`src/rtl/iter_divider.sv`:
```
// Iterative radix-2 restoring divider for RV32M DIV/DIVU/REM/REMU.
// One quotient bit per cycle, sign fix-up in a final cycle.
module iter_divider #(
    parameter int WIDTH = 32
) (
    input  logic             clk,
    input  logic             reset,
    input  logic             start,
    input  logic [2:0]       funct3,
    input  logic [WIDTH-1:0] a,
    input  logic [WIDTH-1:0] b,
    output logic [WIDTH-1:0] result,
    output logic             busy,
    output logic             done
);

    localparam int CW = (WIDTH > 1) ? $clog2(WIDTH) : 1;
    localparam logic [WIDTH-1:0] MIN_NEG = {1'b1, {(WIDTH-1){1'b0}}};
    localparam logic [CW-1:0]    LAST    = CW'(WIDTH - 1);

    typedef enum logic [1:0] {
        IDLE,
        CALC,
        FIX,
        SPECIAL
    } state_t;

    state_t           state_q;
    logic [WIDTH-1:0] rem_q;
    logic [WIDTH-1:0] quo_q;
    logic [WIDTH-1:0] babs_q;
    logic [CW-1:0]    cnt_q;
    logic             op_rem_q;
    logic             sign_q_q;
    logic             sign_r_q;
    logic [WIDTH-1:0] result_q;
    logic             busy_q;
    logic             done_q;

    logic             accept;
    logic             op_signed;
    logic [WIDTH-1:0] a_abs;
    logic [WIDTH-1:0] b_abs;
    logic             div0;
    logic             ovf;
    logic [WIDTH:0]   rem_sh;
    logic [WIDTH+1:0] trial;
    logic             trial_neg;
    logic [WIDTH-1:0] q_fix;
    logic [WIDTH-1:0] r_fix;

    assign accept    = start & ~busy_q & funct3[2];
    assign op_signed = ~funct3[0];
    assign a_abs     = (op_signed & a[WIDTH-1]) ? -a : a;
    assign b_abs     = (op_signed & b[WIDTH-1]) ? -b : b;
    assign div0      = (b == '0);
    assign ovf       = op_signed & (a == MIN_NEG) & (b == '1);

    // Extra top bit keeps the shifted remainder exact for large unsigned divisors
    assign rem_sh    = {rem_q, quo_q[WIDTH-1]};
    assign trial     = {1'b0, rem_sh} - {2'b00, babs_q};
    assign trial_neg = trial[WIDTH+1];

    assign q_fix     = sign_q_q ? -quo_q : quo_q;
    assign r_fix     = sign_r_q ? -rem_q : rem_q;

    always_ff @(posedge clk or posedge reset) begin
        if (reset) begin
            state_q  <= IDLE;
            rem_q    <= '0;
            quo_q    <= '0;
            babs_q   <= '0;
            cnt_q    <= '0;
            op_rem_q <= 1'b0;
            sign_q_q <= 1'b0;
            sign_r_q <= 1'b0;
            result_q <= '0;
            busy_q   <= 1'b0;
            done_q   <= 1'b0;
        end else begin
            done_q <= 1'b0;
            unique case (state_q)
                IDLE: begin
                    if (accept) begin
                        op_rem_q <= funct3[1];
                        sign_q_q <= op_signed & (a[WIDTH-1] ^ b[WIDTH-1]);
                        sign_r_q <= op_signed & a[WIDTH-1];
                        babs_q   <= b_abs;
                        cnt_q    <= '0;
                        busy_q   <= 1'b1;
                        if (div0 | ovf) begin
                            // Special results are staged in rem/quo directly
                            state_q <= SPECIAL;
                            rem_q   <= div0 ? a : '0;
                            quo_q   <= div0 ? '1 : MIN_NEG;
                        end else begin
                            state_q <= CALC;
                            rem_q   <= '0;
                            quo_q   <= a_abs;
                        end
                    end
                end
                CALC: begin
                    quo_q <= {quo_q[WIDTH-2:0], ~trial_neg};
                    rem_q <= trial_neg ? rem_sh[WIDTH-1:0]
                                       : trial[WIDTH-1:0];
                    cnt_q <= cnt_q + 1'b1;
                    if (cnt_q == LAST) begin
                        state_q <= FIX;
                    end
                end
                FIX: begin
                    result_q <= op_rem_q ? r_fix : q_fix;
                    state_q  <= IDLE;
                    busy_q   <= 1'b0;
                    done_q   <= 1'b1;
                end
                SPECIAL: begin
                    result_q <= op_rem_q ? rem_q : quo_q;
                    state_q  <= IDLE;
                    busy_q   <= 1'b0;
                    done_q   <= 1'b1;
                end
                default: begin
                    state_q <= IDLE;
                    busy_q  <= 1'b0;
                end
            endcase
        end
    end

    assign result = result_q;
    assign busy   = busy_q;
    assign done   = done_q;

endmodule
```
`config.mk`:
```
export PLATFORM = sky130hd
export DESIGN_NAME = iter_divider
export DESIGN_NICKNAME = d
export VERILOG_FILES = /design/src/rtl/iter_divider.sv
export SDC_FILE = /design/constraint.sdc
export NUM_CORES = 1
export LEC_CHECK = 0
export CELL_PAD_IN_SITES_DETAIL_PLACEMENT = 1
export CELL_PAD_IN_SITES_GLOBAL_PLACEMENT = 1
export CORE_MARGIN = 4
export CORE_UTILIZATION = 45
export CTS_BUF_LIST = sky130_fd_sc_hd__clkbuf_4
export CTS_CLUSTER_SIZE = 12
export DETAILED_ROUTE_END_ITERATION = 6
export GPL_TIMING_DRIVEN = 0
export PLACE_DENSITY_LB_ADDON = 0.08
export REMOVE_ABC_BUFFERS = 1
export SLEW_MARGIN = 30
export SYNTH_ARGS = -nofsm -noshare
export SYNTH_HDL_FRONTEND = slang
export SYNTH_SLANG_ARGS = --single-unit
```
`constraint.sdc`:
```
create_clock -name clk -period 5.75 [get_ports clk]
set_clock_uncertainty 0.05 [all_clocks]
set_input_delay 1.4375 -clock clk [delete_from_list [all_inputs] [get_ports clk]]
set_output_delay 1.4375 -clock clk [all_outputs]
set_load 0.01 [all_outputs]
```
==> flow_metrics.tcl <==
set metrics [dict create \
    drt_pass1_iterations 7 \
    final_common_cell "dfrtp_1" \
    fmax_mhz 206 \
    ff_latch_area_um2 3510 \
    dr.first_iter.drc_count 681 \
    hpwl_mm 26.2 \
    power_density_nw_per_um2 585 \
    routedWlPerCell_um 19.1 \
    relSlewSlack_pct 40.6 \
    holdWs_ns 0.442 \
    layout_common_cells "138 x dfrtp_1, 136 x o21ai_0, 129 x nand2_1" \
    grt_overflow_total 0 \
    cap_violations 0 \
    drive_gt1_share_pct 5.61 \
    rsz0062_at_grt "no" \
    antenna_found_initial 1 \
    finalWirelength_mm 33.6 \
    die_h_um 164 \
    cts_resized 0 \
    routed_via_density 5.82 \
    tritoncts "done" \
    setup-violations-final 0 \
    io_pins 104 \
    fp.dieArea_um2 26800 \
    postSynthCellCount 1378 \
    cts_setup_buffers 0 \
    power_leakage_nw 5.10 \
    grt_pass1_wl_mm 55.0 \
    first_global_vias 10300 \
    path_cells "clkdlybuf4s50_1 -> or4_1 -> nor3_1 -> and2b_1 -> nand4_1 -> nor4_4 -> buf_4 -> and2_1 -> a221oi_1 -> a31o_1 -> a21oi_1" \
    period_share_pct 84.3 \
    synth.distinct_cells 72 \
    core_um2 23700 \
    critPathMaxStageDelay_ns 0.68 \
    post-route-cell-area_um2 12500 \
    final_hold_viol_count 0 \
    postCtsHoldBufs 0 \
    multi_input_area_um2 6810 \
    postPlaceCellArea_um2 12300 \
    final_core_util_pct 53.0 \
    grt_max_degree 81 \
    yosysSeqAreaShare_pct 32.1 \
    cts_root_buffer "clkbuf_4" \
    p_total_mw 7.34 \
    synth_edf_count 0 \
    critPathKind "in2reg" \
    cp_max_fo 23 \
    syn_area_um2 10900 \
    port_buffers 103 \
    cts_made_buffers 17 \
    slowest_stage "and2_1" \
    ys_ff_latch 140 \
    setup_tns_ns 0 \
    worstSkewPairLatency_ns 0.57 \
    final_max_slew_viol_count 0 \
    chipWidth_um 164 \
    drtAntennaViolNets 0 \
    critPathRequiredTime_ns 6.20 \
    syn_area_per_cell_um2 7.92 \
    period_needed_ns 4.85 \
    cp-start-kind "primary input" \
    min_path_type "reg2reg" \
    rows 56 \
    n_fill_cell 2974 \
    fin_nets 1541 \
    htree_levels 4 \
    clockBufferDepth 2 \
    clk_pin_slew_ns 0.12 \
    place.gp.congestion 0.884 \
    vias 10300 \
    ys_warn_count 0 \
    initial_core_util_pct 46.1 \
    track_usage_pct 25.4 \
    synthFlopType "dfrtp_1" \
    crit_family "simple AND/OR/NAND/NOR gates" \
    path_buf_inv 2 \
    cts_sinks 140 \
    status "finished clean" \
    tightest_slew_ns 0.889 \
    worstPathArrival_ns 5.29 \
    endpoint_kind "register" \
    drc 0 \
    syn_to_final_growth_pct 15.0 \
    ir_worst_vdd_uv 245 \
    ys_async_sr_fraction_pct 100 \
]
## stage by stage
step / worst slack, ns / cells
6_report: 0.904 / 1764
2_1_floorplan: -1.66 / 1293
3_5_place_dp: 0.332 / 1731
4_1_cts: 0.935 / 1763
3_3_place_gp: -6.86 / 1715
5_1_grt: 0.694 / 1764
## cell type report
cell class / instances / area share (%)
Sequential cell: 140 / 28.0
Tap cell: 319 / 3.18
Antenna cell: 1 / 0.0199
Clock buffer: 19 / 1.14
Multi-Input combinational cell: 1066 / 54.2
Timing Repair Buffer: 119 / 9.95
Inverter: 87 / 2.66
Clock inverter: 13 / 0.828
## logic make-up after synthesis
group	Yosys count	share of synthesized area, %
muxes	22	2.03
and+or+nand+nor	435	19.4
adders and majority gates	40	4.65
buffers and inverters	172	6.06
AOI/OAI and AO/OA	432	24.7
xor gates and xnor gates	137	11.0
DFF	140	32.1
## path summary, 6_finish.rpt
| check | cells past startpoint | startpoint | end | slack (ns) |
|---|---|---|---|---|
| hold / removal | 2 | babs_q[21] | babs_q[21] | 0.44 |
| min in group asynchronous | 2 | reset | result[4] | 1.26 |
| setup reg to reg | 9 | rem_q[20] | rem_q[19] | 1.78 |
| max in group asynchronous | 3 | reset | babs_q[22] | 3.64 |
| setup / recovery | 11 | b[7] | rem_q[25] | 0.90 |
| hold reg to reg | 2 | babs_q[21] | babs_q[21] | 0.44 |
## cell usage after synthesis, types with 12 or more instances
library cell | instances | area share, %
a21o_1 | 18 | 1.2
a21oi_1 | 105 | 4.8
a22oi_1 | 19 | 1.3
a31oi_1 | 14 | 0.80
clkbuf_1 | 75 | 2.6
dfrtp_1 | 140 | 32
ha_1 | 39 | 4.5
inv_1 | 87 | 3.0
mux2i_1 | 21 | 1.9
nand2_1 | 129 | 4.4
nand3_1 | 37 | 1.7
nand4_1 | 21 | 1.2
nor2_1 | 99 | 3.4
nor3_1 | 64 | 2.9
nor4_1 | 12 | 0.69
o211ai_1 | 32 | 2.2
o21ai_0 | 136 | 6.2
o31ai_1 | 24 | 1.7
or3_1 | 12 | 0.69
or4_1 | 12 | 0.83
xnor2_1 | 90 | 7.2
xor2_1 | 47 | 3.8
## metal layers
metal,vias up,GRT usage (%),wire [µm]
met5,-,0,0
met4,0,5.91,440
met3,31,3.04,1160
met2,205,42.5,16000
met1,4982,35.3,16000
li1,5040,-,-
## tightest hold or removal path, stage by stage (launching register included)
cell and delay [ns]:
dfrtp_1 0.36, nand2_1 0.05, o21ai_0 0.06
## sequential cells by signal, summed over array words and instances, names as in the netlist
register	flops
cnt_q	5
op_rem_q	1
busy	1
quo_q	32
sign_r_q	1
sign_q_q	1
result	32
babs_q	32
done	1
state_q	2
rem_q	32
## power by group
group / switching, mW / leakage [nW] / internal, mW
clock network: 0.386 / 0.135 / 0.218
registers: 0.644 / 1.65 / 1.47
logic: 2.61 / 3.31 / 2.01
(Power assumes the default switching activity.)
